--- src/rtl/uart_rx_frame.sv ---
// -----------------------------------------------------------------------------
// uart_rx_frame
//   Parametrised UART receive framer with its own bit-period timer.
//   Supports 5..9 data bits (LSB first), none/even/odd parity and 1 or 2
//   stop bits. Each received word is delivered through a valid/ready output
//   register together with its parity and framing status; a word that
//   completes while the register is still full is dropped and flagged with
//   an overrun pulse.
//
//   Optional build macro: UART_RX_MAJORITY_EN
//     defined   : each bit is the 2-of-3 majority of three consecutive
//                 synchronised samples around the sample point
//     undefined : a single synchronised sample at the sample point
//
// Ports
//   clk            in   system clock, rising edge
//   rst_n          in   asynchronous active-low reset
//   rx             in   async serial line, idle high
//   en             in   receiver enable; low forces the FSM to IDLE
//   data           out  received word, stable while data_valid
//   data_valid     out  word available; held until data_ready
//   data_ready     in   consumer accepts on data_valid && data_ready
//   parity_error   out  parity status of the held word
//   framing_error  out  framing status of the held word (a stop bit was 0)
//   overrun        out  1-cycle pulse: a word was lost because the register was full
//   glitch         out  1-cycle pulse: start bit found high at its centre
//   busy           out  high in every state except IDLE
// -----------------------------------------------------------------------------
module uart_rx_frame #(
  parameter int CLK_FREQ_HZ = 1_600_000,
  parameter int BAUD_RATE   = 100_000,
  parameter int DATA_BITS   = 8,
  parameter int PARITY_MODE = 0,
  parameter int STOP_BITS   = 1
) (
  input  logic                 clk,
  input  logic                 rst_n,
  input  logic                 rx,
  input  logic                 en,
  output logic [DATA_BITS-1:0] data,
  output logic                 data_valid,
  input  logic                 data_ready,
  output logic                 parity_error,
  output logic                 framing_error,
  output logic                 overrun,
  output logic                 glitch,
  output logic                 busy
);

  localparam int BIT_CYCLES = CLK_FREQ_HZ / BAUD_RATE;
  localparam int TW         = $clog2(BIT_CYCLES + 1);
  // The detection cycle in IDLE already counts as the first cycle of the
  // half bit, so the countdown starts one lower than BIT_CYCLES/2.
  localparam logic [TW-1:0] HALF_LOAD = TW'(BIT_CYCLES / 2 - 1);
  localparam logic [TW-1:0] BIT_LOAD  = TW'(BIT_CYCLES - 1);
  localparam logic [3:0]    LAST_DATA = 4'(DATA_BITS - 1);
  localparam logic [3:0]    LAST_STOP = 4'(STOP_BITS - 1);
  localparam bit            HAS_PARITY = (PARITY_MODE != 0);
  localparam bit            ODD_PARITY = (PARITY_MODE == 2);

  if (BIT_CYCLES < 8) begin : g_bit_cycles_check
    $error("uart_rx_frame: CLK_FREQ_HZ/BAUD_RATE must be at least 8");
  end
  if (DATA_BITS < 5 || DATA_BITS > 9) begin : g_data_bits_check
    $error("uart_rx_frame: DATA_BITS must be 5..9");
  end

  typedef enum logic [2:0] {
    S_IDLE, S_START, S_DATA, S_PARITY, S_STOP, S_BRK
  } state_t;

  state_t                 state, state_n;
  logic [TW-1:0]          timer;
  logic [3:0]             bit_cnt;
  logic [DATA_BITS-1:0]   shreg;
  logic                   par_err;
  logic                   ferr;
  logic                   rx_meta, rx_s, rx_q;
  logic                   bit_val;
  logic                   in_frame, tick, start_det;
  logic                   last_data, last_stop, complete, frame_ferr;

  // Synchroniser; rx_q is one more delay used for falling-edge detection.
  always_ff @(posedge clk or negedge rst_n) begin
    if (!rst_n) begin
      rx_meta <= 1'b1;
      rx_s    <= 1'b1;
      rx_q    <= 1'b1;
    end else begin
      rx_meta <= rx;
      rx_s    <= rx_meta;
      rx_q    <= rx_s;
    end
  end

`ifdef UART_RX_MAJORITY_EN
  // Window is rx_qq/rx_q/rx_s at the decision cycle, i.e. -1/0/+1 around a
  // nominal centre one cycle earlier, so the decision edge does not move.
  logic rx_qq;
  always_ff @(posedge clk or negedge rst_n) begin
    if (!rst_n) rx_qq <= 1'b1;
    else        rx_qq <= rx_q;
  end
  assign bit_val = (rx_s & rx_q) | (rx_s & rx_qq) | (rx_q & rx_qq);
`else
  assign bit_val = rx_s;
`endif

  // FSM state register
  always_ff @(posedge clk or negedge rst_n) begin
    if (!rst_n) state <= S_IDLE;
    else        state <= state_n;
  end

  // FSM next-state logic
  always_comb begin
    state_n = state;
    if (!en) begin
      state_n = S_IDLE;
    end else begin
      unique case (state)
        S_IDLE:   if (start_det) state_n = S_START;
        S_START:  if (tick) state_n = bit_val ? S_IDLE : S_DATA;
        S_DATA:   if (tick && last_data) state_n = HAS_PARITY ? S_PARITY : S_STOP;
        S_PARITY: if (tick) state_n = S_STOP;
        S_STOP:   if (complete) state_n = (frame_ferr && !rx_s) ? S_BRK : S_IDLE;
        S_BRK:    if (rx_s) state_n = S_IDLE;
        default:  state_n = S_IDLE;
      endcase
    end
  end

  // FSM outputs and control strobes
  always_comb begin
    busy       = (state != S_IDLE);
    in_frame   = (state == S_START) || (state == S_DATA) ||
                 (state == S_PARITY) || (state == S_STOP);
    start_det  = en && (state == S_IDLE) && !rx_s && rx_q;
    tick       = en && in_frame && (timer == '0);
    last_data  = (bit_cnt == LAST_DATA);
    last_stop  = (bit_cnt == LAST_STOP);
    complete   = tick && (state == S_STOP) && last_stop;
    frame_ferr = ferr | ~bit_val;
  end

  // Timer, shift register and output register
  always_ff @(posedge clk or negedge rst_n) begin
    if (!rst_n) begin
      timer         <= '0;
      bit_cnt       <= '0;
      shreg         <= '0;
      par_err       <= 1'b0;
      ferr          <= 1'b0;
      data          <= '0;
      data_valid    <= 1'b0;
      parity_error  <= 1'b0;
      framing_error <= 1'b0;
      overrun       <= 1'b0;
      glitch        <= 1'b0;
    end else begin
      overrun <= 1'b0;
      glitch  <= 1'b0;
      if (data_valid && data_ready) data_valid <= 1'b0;

      if (!en || !in_frame) begin
        timer   <= start_det ? HALF_LOAD : '0;
        bit_cnt <= '0;
      end else if (tick) begin
        timer <= BIT_LOAD;
        unique case (state)
          S_START: begin
            glitch  <= bit_val;
            par_err <= 1'b0;
            ferr    <= 1'b0;
          end
          S_DATA: begin
            shreg   <= {bit_val, shreg[DATA_BITS-1:1]};
            bit_cnt <= last_data ? 4'd0 : bit_cnt + 4'd1;
          end
          S_PARITY: par_err <= (((^shreg) ^ bit_val) != ODD_PARITY);
          S_STOP: begin
            ferr    <= frame_ferr;
            bit_cnt <= bit_cnt + 4'd1;
            if (last_stop) begin
              // A consumer accepting this very cycle frees the register.
              if (!data_valid || data_ready) begin
                data          <= shreg;
                parity_error  <= par_err;
                framing_error <= frame_ferr;
                data_valid    <= 1'b1;
              end else begin
                overrun <= 1'b1;
              end
            end
          end
          default: ;
        endcase
      end else begin
        timer <= timer - TW'(1);
      end
    end
  end

endmodule

--- config.mk ---
export PLATFORM = sky130hd
export DESIGN_NAME = uart_rx_frame
export DESIGN_NICKNAME = d
export VERILOG_FILES = /design/src/rtl/uart_rx_frame.sv
export SDC_FILE = /design/constraint.sdc
export NUM_CORES = 1
export LEC_CHECK = 0
export BUFFER_PORTS_ARGS = -buffer_cell sky130_fd_sc_hd__clkbuf_2
export CAP_MARGIN = 20
export CELL_PAD_IN_SITES_DETAIL_PLACEMENT = 1
export CELL_PAD_IN_SITES_GLOBAL_PLACEMENT = 1
export CORE_MARGIN = 2
export CORE_UTILIZATION = 49
export DETAILED_ROUTE_END_ITERATION = 16
export GPL_TIMING_DRIVEN = 0
export PLACE_DENSITY = 0.82
export SYNTH_ARGS = -nofsm -noshare
export SYNTH_HDL_FRONTEND = slang
export SYNTH_SLANG_ARGS = --single-unit
--- constraint.sdc ---
create_clock -name clk -period 4.49 [get_ports clk]
set_clock_uncertainty 0.1 [all_clocks]
set_input_delay 0.2245 -clock clk [delete_from_list [all_inputs] [get_ports clk]]
set_output_delay 0.2245 -clock clk [all_outputs]
set_load 0.02 [all_outputs]
Word-level counts from Yosys, hierarchy flattened
Cells that the tools add are included.
Storage, ports and cells
  memory bits (writable): 0
  output and inout bits: 14
  memory bits (read-only): 0
  latch bits: 0
  register bits after elaboration: 38
  memories kept: 0
Operators by class
  equal/unequal tests: 12
  bitwise operators: 4
  reduce and logical (&&, ||, !) cells: 34
  $mul: 0
  $add $sub $neg: 2
  order comparisons: 0
  muxes and demuxes: 33
  shifts and indexed selects: 0
  div/mod/pow operators: 0
Operator list (count)
  2-to-1 mux 3 bit: 9
  inequality test 3 bit (second input constant): 6
  case mux 3 bit (6 select lines): 1
  2-to-1 mux 1 bit: 14
  2-to-1 mux 4 bit: 3
  logical AND 1 bit: 10
  2-to-1 mux 5 bit: 2
  AND reduction 3 bit: 3
  case mux 4 bit (2 select lines): 1
  XOR reduction 8 bit: 1
  == test 3 x 2 -> 1 bit (second input constant): 2
  == test 3 bit (second input constant): 2
  AND reduction 6 bit: 1
  nonzero test 2 bit: 3
  nonzero test 3 bit: 2
  logical NOT 5 bit: 1
  logical OR 1 bit: 5
  AND reduction 5 bit: 1
  subtractor 5 x 1 -> 5 bit (second input constant): 1
  adder 4 x 1 -> 4 bit (second input constant): 1
  == test 4 x 3 -> 1 bit (second input constant): 1
  logical NOT 1 bit: 4
  logical NOT 4 bit: 1
  case mux 1 bit (2 select lines): 2
  7 further kinds: 8

Depth between registers and ports, before layout
Gate-level depths: netlist of run 1.
  depth in word-level cells: 11
  mapped depth: 8
  depth with buffers taken out: 7

Least setup slack after synthesis of run 1
OpenSTA, ideal clock, no wires.
  kind: reg-to-reg
  start point: register timer[0]
  end point: register data[0]
  data required time: 4.262 ns
  path buffers: 1
  data arrival time: 1.926 ns
  stages on the path, launching flop included: 9
  path slack: 2.336 ns
  path through: dfrtp_1 inv_1 ha_1 nor4b_2 and2_1 nand4_1 nor2b_1 buf_4 mux2_1
On the way
  word-level cells in the longest chain between the ends: 3
RTL lines
  start: declaration: line 73  | logic [TW-1:0] timer;
  start signal: assignment: line 166  | timer <= start_det ? HALF_LOAD : '0;
  start signal: assignment: line 199  | timer <= timer - TW'(1);
  logical NOT 5 bit: line 139  | tick = en && in_frame && (timer == '0);
  logical AND 1 bit: line 139
  AND reduction 5 bit (no line)
  end signal: assignment: line 187  | data <= shreg;
  end: declaration: line 40  | output logic [DATA_BITS-1:0] data,
Every way passes these cells.
A chain may end at the register's enable or synchronous reset.

Worst setup path after layout of run 1
  start point: register timer[1]
  end point: register parity_error
On the way
  word-level cells in the longest chain between the ends: 3
RTL lines
  logical NOT 5 bit: line 139
  logical AND 1 bit: line 139
  AND reduction 5 bit (no line)
  end signal: assignment: line 188  | parity_error <= par_err;
  end: declaration: line 43  | output logic parity_error,
Every way passes these cells.

==> results of run 1 <==
[per-layer routing]
| layer | track usage, % | vias up |
|---|---|---|
| met2 | 36.3 | 31 |
| met4 | 8.85 | 0 |
| met3 | 4.34 | 10 |
| met1 | 26.6 | 678 |
| li1 | - | 616 |
| met5 | 0 | - |
[area by class of cell]
| class | instances | area [sq um] |
|---|---|---|
| tap | 48 | 60.1 |
| sequential | 38 | 955 |
| clock buffer | 5 | 68.8 |
| multi-input combinational | 109 | 817 |
| fill | 402 | 1500 |
| inverter | 7 | 26.3 |
| buffer | 6 | 27.5 |
| clock inverter | 3 | 68.8 |
| timing repair buffer | 20 | 110 |
[worst register-to-register path, stage by stage, from the launching register on]
cell	delay [ps]
dfrtp_1	390
inv_1	100
ha_1	180
nor4b_2	570
and2_1	330
nand4_1	200
nor2b_1	190
buf_4	210
mux2_1	340
[Yosys cell counts]
library cell,number
dfrtp_1,35
nand2_1,11
mux2_1,10
nor2_1,9
o21ai_0,9
mux2_2,8
xnor2_1,8
inv_1,7
clkbuf_1,4
ha_1,4
nand3_1,4
nand3b_1,4
nor3_1,4
dfstp_2,3
nand2b_1,3
nor3b_1,3
or3_1,3
xor2_1,3
a21oi_1,2
and3b_1,2
nor2b_1,2
a2111o_1,1
a21boi_1,1
a22o_1,1
a2bb2oi_1,1
a31o_2,1
and2_1,1
buf_2,1
buf_4,1
nand4_1,1
nor4_1,1
nor4b_2,1
o2111ai_2,1
o21ai_1,1
o21ai_2,1
o221ai_1,1
o2bb2ai_1,1
o311ai_1,1
o31ai_1,1
or2_2,1
or3b_1,1
or4_1,1
or4b_4,1
[flip-flops by register name, indices dropped and copies added (netlist names)]
name	cells
bit_cnt	4
ferr	1
data	8
parity_error	1
bit_val	1
timer	5
glitch	1
rx_meta	1
framing_error	1
overrun	1
data_valid	1
shreg	8
state	3
rx_q	1
par_err	1
[where the power goes]
| part | internal, mW | switching (mW) | total [mW] |
|---|---|---|---|
| sequential | 0.375 | 0.0295 | 0.405 |
| clock | 0.223 | 0.131 | 0.354 |
| combinational | 0.117 | 0.184 | 0.301 |
| total | 0.715 | 0.344 | 1.06 |
[placed cells by master (no fill, tap or decap), types with 2 or more instances in the layout]
cell and n:
dfrtp_1 35, mux2_2 8, clkbuf_1 4, dfstp_2 3, xnor2_1 8, nand2_1 11, inv_1 7, nor3b_1 3
nand2b_1 3, clkbuf_8 5, o21ai_0 9, nor2b_1 2, a21oi_1 2, bufinv_16 2, and3b_1 2, nor3_1 4
dlygate4sd3_1 2, or3_1 3, nand3b_1 4, clkbuf_2 18, nand3_1 4, mux2_1 10, xor2_1 3, nor2_1 9
ha_1 4
[what timing repair did]
action,in CTS,in global routing
setup endpoints to repair,0,0
gates resized for setup,0,0
hold buffers,2,0
endpoints found under the hold margin,33,0
[stage by stage]
stage               power (mW)  setup slack (ps)  instances  hold slack, ps
floorplan                0.622              2340        160            -171
global placement         0.680              1970        226             212
detailed placement       0.700              1810        226             214
CTS                       1.06              1770        236             121
global route              1.12              1590        236             138
finish                    1.06              1760        236             117
[kinds of logic after synthesis]
group,synth area share (%)
adder cells (fa/ha/maj),2.74
multiplexers,11.1
flip-flops,52.3
buffers and inverters,2.95
AND/OR/NAND/NOR,16.7
AO/OA/AOI/OAI,8.91
XOR/XNOR,5.28
[final timing paths]
| path | start | to | slack (ps) | depth (start not counted) |
|---|---|---|---|---|
| worst max-delay path | timer[1] | parity_error | 1760 | 8 |
| worst min-delay path | data_ready | overrun | 120 | 3 |
| worst max register to register | timer[1] | parity_error | 1760 | 8 |
| worst min register to register | rx_meta | bit_val | 260 | 0 |
| max in group asynchronous | rst_n | state[1] | 3220 | 2 |
| min in group asynchronous | rst_n | timer[4] | 490 | 2 |
==> flow_summary_export.csv, run 1 <==
group,metric,value,unit
route,met1_length,1770,microns
worst_setup_path,cp.required,4570,ps
finish,fin_area,0.00213,sq mm
sta,fin_crit,2730,ps
synthesis,yosysSeqAreaShare,52.3,%
route,dr.pass1.iters,4,
finish,utilization,58.7,%
floorplanning,coreArea,0.00363,sq mm
clock_network,h-tree-depth,2,
worst_setup_path,slowest_stage,"nor4b_2",
global_routing,grt_max_degree,39,
route,met3_wirelength,152,microns
global_routing,antenna_found_initial,0,
clock_network,cts_tree,"built",
worst_setup_path,cp_num_buf_inv,2,
synthesis,ys_top_cells_by_area,"dfrtp_1 48%, mux2_1 6.2%, mux2_2 4.9%",
power_and_ir_drop,ir_drop,0.207,mV
finish,diodes,0,
sta,fmaxAchievable,0.366,GHz
synthesis,synth_area_leader_cell,"dfrtp_1",
clock_network,cts_buffer_depth,2,
route,antenna_left,0,
floorplanning,die_x,65.0,microns
synthesis,syn_avg_cell_area,11.4,sq um
worst_hold_path,hold_path_class,"in2reg",
synthesis,synth_cells,160,
worst_setup_path,endpoint_kind,"flop",
route,drtIter0Drc,70,
route,top_layer,"met4",
synthesis,ys_seq_elements,38,
route,route.met2.wl,2020,microns
synthesis,synth_area,0.00183,sq mm
sta,rsz0062_at_grt,"false",
clock_network,clk_pin_slew,80,ps
power_and_ir_drop,power.density,496,mW/mm^2
floorplanning,initial_core_util,50.2,%
placed_design,place.gp.congestion,0.764,
global_routing,grt_usage,21.4,%
finish,area.growth.synth_to_final,16.9,%
worst_setup_path,critPathTopFamily,"simple AND/OR/NAND/NOR gates",
clock_network,cts_buffers,5,
clock_network,worstSkewPairLatency,300,ps
floorplanning,dieArea,0.00423,sq mm
outcome,status,"complete, no violations",
placed_design,port_buffers,18,
worst_setup_path,start_kind,"flop",
placed_design,dp_hpwl,2780,microns
sta,finalCritPeriodShare,60.8,%
finish,drive_above_1_share,23.9,%
global_routing,overflow,0,
worst_setup_path,crit_fanout,10,
worst_setup_path,cp.arrival,2820,ps
floorplanning,io_pins,19,
clock_network,cts_setup_buffers,0,
sta,maxSlewHeadroom,38.6,%
sta,setup-violations-final,0,
sta,hold_viol,0,
route,wire_per_inst,17.1,microns
floorplanning,die_y,65.0,microns
synthesis,synth_top_area_share,48.0,%
synthesis,synth.distinct_cells,43,
sta,tns,0,ps
worst_setup_path,max_stage_delay,570,ps
global_routing,grt_pass1_vias,1444,
power_and_ir_drop,p_leak,1.02,nW
synthesis,synth_nets,169,
route,drt_wl_total,4040,microns
sta,tightestPinTransition,921,ps
clock_network,cts_root_buffer,"clkbuf_8",
finish,final_nets,196,
clock_network,cts.sinks,38,
floorplanning,row_count,22,
route,route.detailed.drc,0,
route,vias,1335,
worst_setup_path,critPathKind,"reg2reg",
global_routing,grt_pass1_wl,6770,microns
route,vias_per_cell,5.66,
flow_run,maxCapViolations,0,
placed_design,place_area,0.00198,sq mm
sta,finalMaxSlewViolations,0,
worst_setup_path,cp_cell_sequence,"inv_1, ha_1, nor4b_2, and2_1, nand4_1, nor2b_1, buf_4, mux2_1",
synthesis,yosysWarnings,0,
(Power assumes the default switching activity.)
==> run 2: changes to the inputs <==
- CORE_UTILIZATION: 49 -> 46
- PLACE_DENSITY: 0.82 -> 0.78
- clock period: 4.49 -> 2.7 ns (I/O delays scaled with it)
==> run 2 against run 1 <==
Net effect: worst hold slack got worse by 87 ps; core utilization shrank 2.5 points; largest power group unchanged; setup slack lost 1500 ps; sequential power rose by 66%; register-to-register slack worse by 1500 ps; die area grew 6.1%; global-route usage is 1.3 points lower; non-clock buffer count unchanged; combinational power up 69%; clock power rose by 15%; first-iteration DRC count up 61%.
==> flow_summary_export.csv, run 2 (synthesis results as in run 1) <==
group,metric,value,unit
route,vias,1294,
sta,rsz0062_at_grt,"false",
global_routing,grt_usage,20.1,%
power_and_ir_drop,power.density,755,mW/mm^2
route,vias_per_cell,5.48,
sta,setup-violations-final,0,
floorplanning,initial_core_util,48.8,%
worst_setup_path,slowest_stage,"dfrtp_1",
route,dr.pass1.iters,4,
worst_setup_path,cp.arrival,2560,ps
clock_network,cts_tree,"built",
worst_setup_path,cp_cell_sequence,"inv_1, ha_1, nor4b_4, and2_2, nand4_1, nor2b_1, buf_4, mux2_1",
global_routing,grt_max_degree,39,
floorplanning,die_x,67.0,microns
floorplanning,row_count,22,
worst_setup_path,endpoint_kind,"flop",
clock_network,worstSkewPairLatency,290,ps
route,wire_per_inst,16.5,microns
clock_network,cts_buffer_depth,2,
sta,hold_slack,29.6,ps
route,drt_wl_total,3890,microns
sta,tns,0,ps
finish,drive_above_1_share,25.0,%
global_routing,antenna_found_initial,0,
global_routing,overflow,0,
clock_network,clk_pin_slew,70,ps
worst_setup_path,cp.required,2770,ps
worst_setup_path,crit_fanout,10,
placed_design,post-place-ws,16.2,ps
outcome,status,"complete, no violations",
power_and_ir_drop,ir_drop,0.364,mV
global_routing,grt_pass1_wl,6420,microns
placed_design,dp_hpwl,2750,microns
clock_network,h-tree-depth,2,
route,route.detailed.drc,0,
route,drtIter0Drc,113,
finish,top_regs,"data: 8 flops, shreg: 8 flops, timer: 5 flops",
floorplanning,io_pins,19,
clock_network,cts_buffers,5,
sta,finalMaxSlewViolations,0,
sta,finalCritPeriodShare,92.0,%
placed_design,port_buffers,18,
route,antenna_left,0,
sta,layout_setup_ws,216,ps
finish,area.growth.synth_to_final,15.4,%
sta,tightestPinTransition,934,ps
floorplanning,dieArea,0.00449,sq mm
placed_design,dpl.cell_count,226,
clock_network,cts.sinks,38,
placed_design,place.gp.congestion,0.783,
sta,fin_crit,2480,ps
worst_setup_path,critPathKind,"reg2reg",
sta,hold_viol,0,
floorplanning,coreArea,0.00374,sq mm
finish,layout_commonest_cell,"dfrtp_1",
clock_network,cts_setup_buffers,0,
finish,layout.cells.non_filler,236,
sta,fmaxAchievable,0.403,GHz
worst_setup_path,start_kind,"flop",
finish,final_cell_mix,"35 x dfrtp_1, 18 x clkbuf_2, 11 x nand2_1",
global_routing,grt_pass1_vias,1328,
clock_network,cts_root_buffer,"clkbuf_8",
worst_setup_path,max_stage_delay,390,ps
power_and_ir_drop,finalPower,1.59,mW
floorplanning,die_y,67.0,microns
finish,diodes,0,
sta,maxSlewHeadroom,37.7,%
flow_run,maxCapViolations,0,
power_and_ir_drop,p_leak,1.01,nW
finish,final_nets,196,
worst_hold_path,hold_path_class,"in2reg",
==> run 2: changes by cell type in the layout (fill, tap and decap cells not counted), sizes merged <==
cell	before	now
bufinv	2	0
clkbuf	27	28
clkinvlp	0	1
==> run 2: layout make-up <==
class	count	area [sq um]
inverters	7	26.3
clock inverters	2	12.5
flip-flops and latches	38	955
multi-input cells	109	832
repair buffers	20	110
clock buffers	6	82.6
plain buffers	6	27.5
fillers	422	1640
well taps	48	60.1
==> run 2: timing repair <==
action,CTS,global route
resized for setup,1,2
setup endpoints to repair,2,10
hold buffers,2,0
hold endpoints to repair,36,0
==> run 2: worst paths after layout <==
path	from	endpoint	slack (ps)	depth (start not counted)
max in group asynchronous	rst_n	data[6]	1510	2
hold reg to reg	rx_meta	bit_val	260	0
setup / recovery	timer[0]	data[0]	220	8
hold / removal	data_ready	overrun	30	3
min in group asynchronous	rst_n	data[1]	410	2
setup reg to reg	timer[0]	data[0]	220	8
==> run 2: worst max-delay path, delay by kind of cell (launching register included) <==
family                   cells  cell delay [ps]
buffers and inverters        2              320
flip-flops                   1              390
adder cells (fa/ha/maj)      1              190
multiplexers                 1              340
AND/OR/NAND/NOR              4             1020
==> run 2: routing by layer <==
metal | track usage [%] | wire length (microns) | vias up
li1 | - | - | 613
met1 | 24.3 | 1820 | 653
met3 | 6.08 | 129 | 6
met4 | 8.42 | 59 | 0
met5 | 0 | 0 | -
met2 | 33.1 | 1880 | 22
==> run 2: report_power, final <==
group / switching, mW / leakage [nW] / internal, mW
sequential: 0.0497 / 0.515 / 0.624
clock: 0.202 / 0.0472 / 0.205
combinational: 0.302 / 0.450 / 0.207
==> run 2: stage by stage <==
step / utilization [%] / instance area (sq um)
final: 56.3 / 2110
after global routing: 56.3 / 2110
after CTS: 56.1 / 2100
after detailed placement: 52.8 / 1980
after global placement: 52.8 / 1980
after floorplan: - / 1830
==> run 3: changes to the inputs <==
- ABC_AREA: not set -> 1
- CORE_UTILIZATION: 46 -> 43
- CTS_CLUSTER_DIAMETER: not set -> 200
- GPL_ROUTABILITY_DRIVEN: not set -> 0
==> run 3 against run 2 <==
Net effect: setup slack improved by 710 ps; synthesized cell count grew 53%; critical path type unchanged; worst hold slack better by 46 ps; sequential cell count is the same; count of clock-buffer cells in the layout grew 1; critical endpoint is now bit_cnt[3]; critical path depth did not move.
==> flow_summary_export.csv, run 3 <==
group,metric,value,unit
outcome,status,"complete, no violations",
power_and_ir_drop,ir_drop,0.374,mV
route,dr.pass1.iters,4,
sta,fmaxAchievable,0.564,GHz
worst_setup_path,critPathTopFamily,"simple AND/OR/NAND/NOR gates",
floorplanning,coreArea,0.00438,sq mm
synthesis,ys_top_cells_by_area,"dfrtp_1 44%, nand2_1 16%, inv_1 4.9%",
global_routing,grt_max_degree,39,
route,vias,1642,
floorplanning,dieArea,0.00514,sq mm
global_routing,grt_usage,18.6,%
synthesis,ys_seq_elements,38,
route,wire_per_inst,13.0,microns
finish,utilization,51.6,%
worst_setup_path,start_kind,"flop",
power_and_ir_drop,power.density,629,mW/mm^2
finish,layout_commonest_cell,"nand2_1",
synthesis,synth_cells,244,
synthesis,synth_top_area_share,44.4,%
synthesis,synth-async-reset-ratio,100,%
synthesis,yosysSeqAreaShare,48.4,%
floorplanning,die_x,71.7,microns
sta,finalCritPeriodShare,65.7,%
clock_network,worstSkewPairLatency,290,ps
synthesis,synth_area,0.00197,sq mm
finish,diodes,0,
sta,tns,0,ps
global_routing,grt_pass1_vias,1727,
clock_network,cts_tree,"built",
synthesis,synthFlopType,"dfrtp_1",
global_routing,overflow,0,
finish,area.growth.synth_to_final,14.7,%
synthesis,yosysMostFrequentCell,"nand2_1",
synthesis,synth_area_leader_cell,"dfrtp_1",
finish,final_nets,280,
worst_setup_path,cp.required,2810,ps
finish,fill_cells,556,
worst_setup_path,endpoint_kind,"flop",
synthesis,synth_nets,253,
sta,rsz0062_at_grt,"false",
finish,drive_above_1_share,19.1,%
clock_network,cts_root_buffer,"clkbuf_8",
placed_design,dp_hpwl,3070,microns
sta,maxSlewHeadroom,67.0,%
worst_setup_path,cp.arrival,1890,ps
route,vias_per_cell,5.07,
route,drt_wl_total,4210,microns
synthesis,synth_commonest_cells,"85 x nand2_1, 35 x dfrtp_1, 26 x inv_1",
power_and_ir_drop,p_leak,1.22,nW
worst_setup_path,critPathKind,"reg2reg",
route,drtIter0Drc,49,
route,antenna_left,0,
worst_setup_path,crit_path_frequent_cell,"nand2_1",
worst_setup_path,slowest_stage,"dfrtp_1",
clock_network,clk_pin_slew,70,ps
worst_setup_path,cp_num_buf_inv,1,
clock_network,cts_buffer_depth,2,
floorplanning,die_y,71.7,microns
worst_setup_path,crit_fanout,8,
worst_setup_path,cp_cell_sequence,"inv_1, ha_1, nand3_1, nand2_1, nand2_1, nand2_1, nand3_1, o21ai_0",
synthesis,synth-edff-count,0,
floorplanning,row_count,24,
synthesis,yosysWarnings,0,
sta,tightestPinTransition,495,ps
clock_network,h-tree-depth,2,
flow_run,maxCapViolations,0,
worst_setup_path,max_stage_delay,390,ps
sta,fin_crit,1770,ps
sta,finalMaxSlewViolations,0,
sta,setup-violations-final,0,
floorplanning,io_pins,19,
route,route.detailed.drc,0,
finish,final_cell_mix,"85 x nand2_1, 35 x dfrtp_1, 26 x inv_1",
finish,top_regs,"data: 8 flops, shreg: 8 flops, timer: 5 flops",
clock_network,cts.sinks,38,
synthesis,syn_avg_cell_area,8.08,sq um
sta,hold_viol,0,
synthesis,synth.distinct_cells,29,
clock_network,cts_buffers,5,
worst_hold_path,hold_path_class,"in2reg",
global_routing,antenna_found_initial,0,
global_routing,grt_pass1_wl,7540,microns
floorplanning,initial_core_util,45.0,%
placed_design,port_buffers,17,
-- run 3: kinds of logic (layout without fill, tap and decap cells) --
| logic type | count (synthesis) | count (layout) | share of synthesized area (%) |
|---|---|---|---|
| flip-flops | 38 | 38 | 48.4 |
| buffers and inverters | 33 | 61 | 6.98 |
| AO/OA/AOI/OAI | 22 | 22 | 7.30 |
| AND/OR/NAND/NOR | 144 | 144 | 33.4 |
| XOR/XNOR | 3 | 3 | 1.33 |
| adder cells (fa/ha/maj) | 4 | 4 | 2.54 |
-- run 3: final cells by class --
class / instances / area, sq um / area share, %
Clock buffer: 7 / 86.3 / 3.82
Tap cell: 52 / 65.1 / 2.88
Buffer: 5 / 32.5 / 1.44
Sequential cell: 38 / 955 / 42.2
Inverter: 28 / 105 / 4.65
Multi-Input combinational cell: 173 / 880 / 38.9
Clock inverter: 1 / 5.00 / 0.221
Timing Repair Buffer: 20 / 133 / 5.87
-- run 3: worst min-delay path, cell delays in order --
cell     delay [ps]
buf_2           160
nand3_1          90
nand2_1          40
-- run 3: power breakdown --
part | switching (mW) | internal, mW | total (mW)
registers | 0.0384 | 0.608 | 0.647
clock network | 0.201 | 0.206 | 0.407
logic | 0.250 | 0.119 | 0.369
-- run 3: worst paths after layout --
check	from	end	slack, ps	cells past startpoint
max	timer[0]	bit_cnt[3]	930	8
min	en	state[1]	80	3
max reg2reg	timer[0]	bit_cnt[3]	930	8
min reg2reg	rx_meta	bit_val	260	0
max in group asynchronous	rst_n	rx_meta	1710	3
min in group asynchronous	rst_n	data[2]	240	2
-- run 3: stage by stage --
stage                     instances  total power, mW  setup WS, ps  hold slack (ps)  instance area (sq um)
final                           324             1.42           927             75.5                   2260
after global routing            324             1.52           714             95.7                   2260
after detailed placement        313             1.03           885              125                   2120
after floorplan                 244            0.929          1130             -261                   1970
after CTS                       323             1.44           883             65.4                   2230
after global placement          313             1.01           949              122                   2120
-- run 3: timing repair --
item / 4_1_cts / 5_1_grt
setup buffers: 0 / 0
endpoints found under the hold margin: 36 / 0
resized for setup: 0 / 0
hold buffers: 2 / 0
-- run 3: metal layers --
metal / share of wire [%] / global-route usage, % / wire (microns) / vias to the layer above
met5: 0 / 0 / 0 / -
met4: 1.5 / 6.29 / 65 / 0
met3: 3.4 / 4.78 / 143 / 6
met2: 49 / 32.8 / 2050 / 22
met1: 46 / 22.0 / 1940 / 781
li1: - / - / - / 833
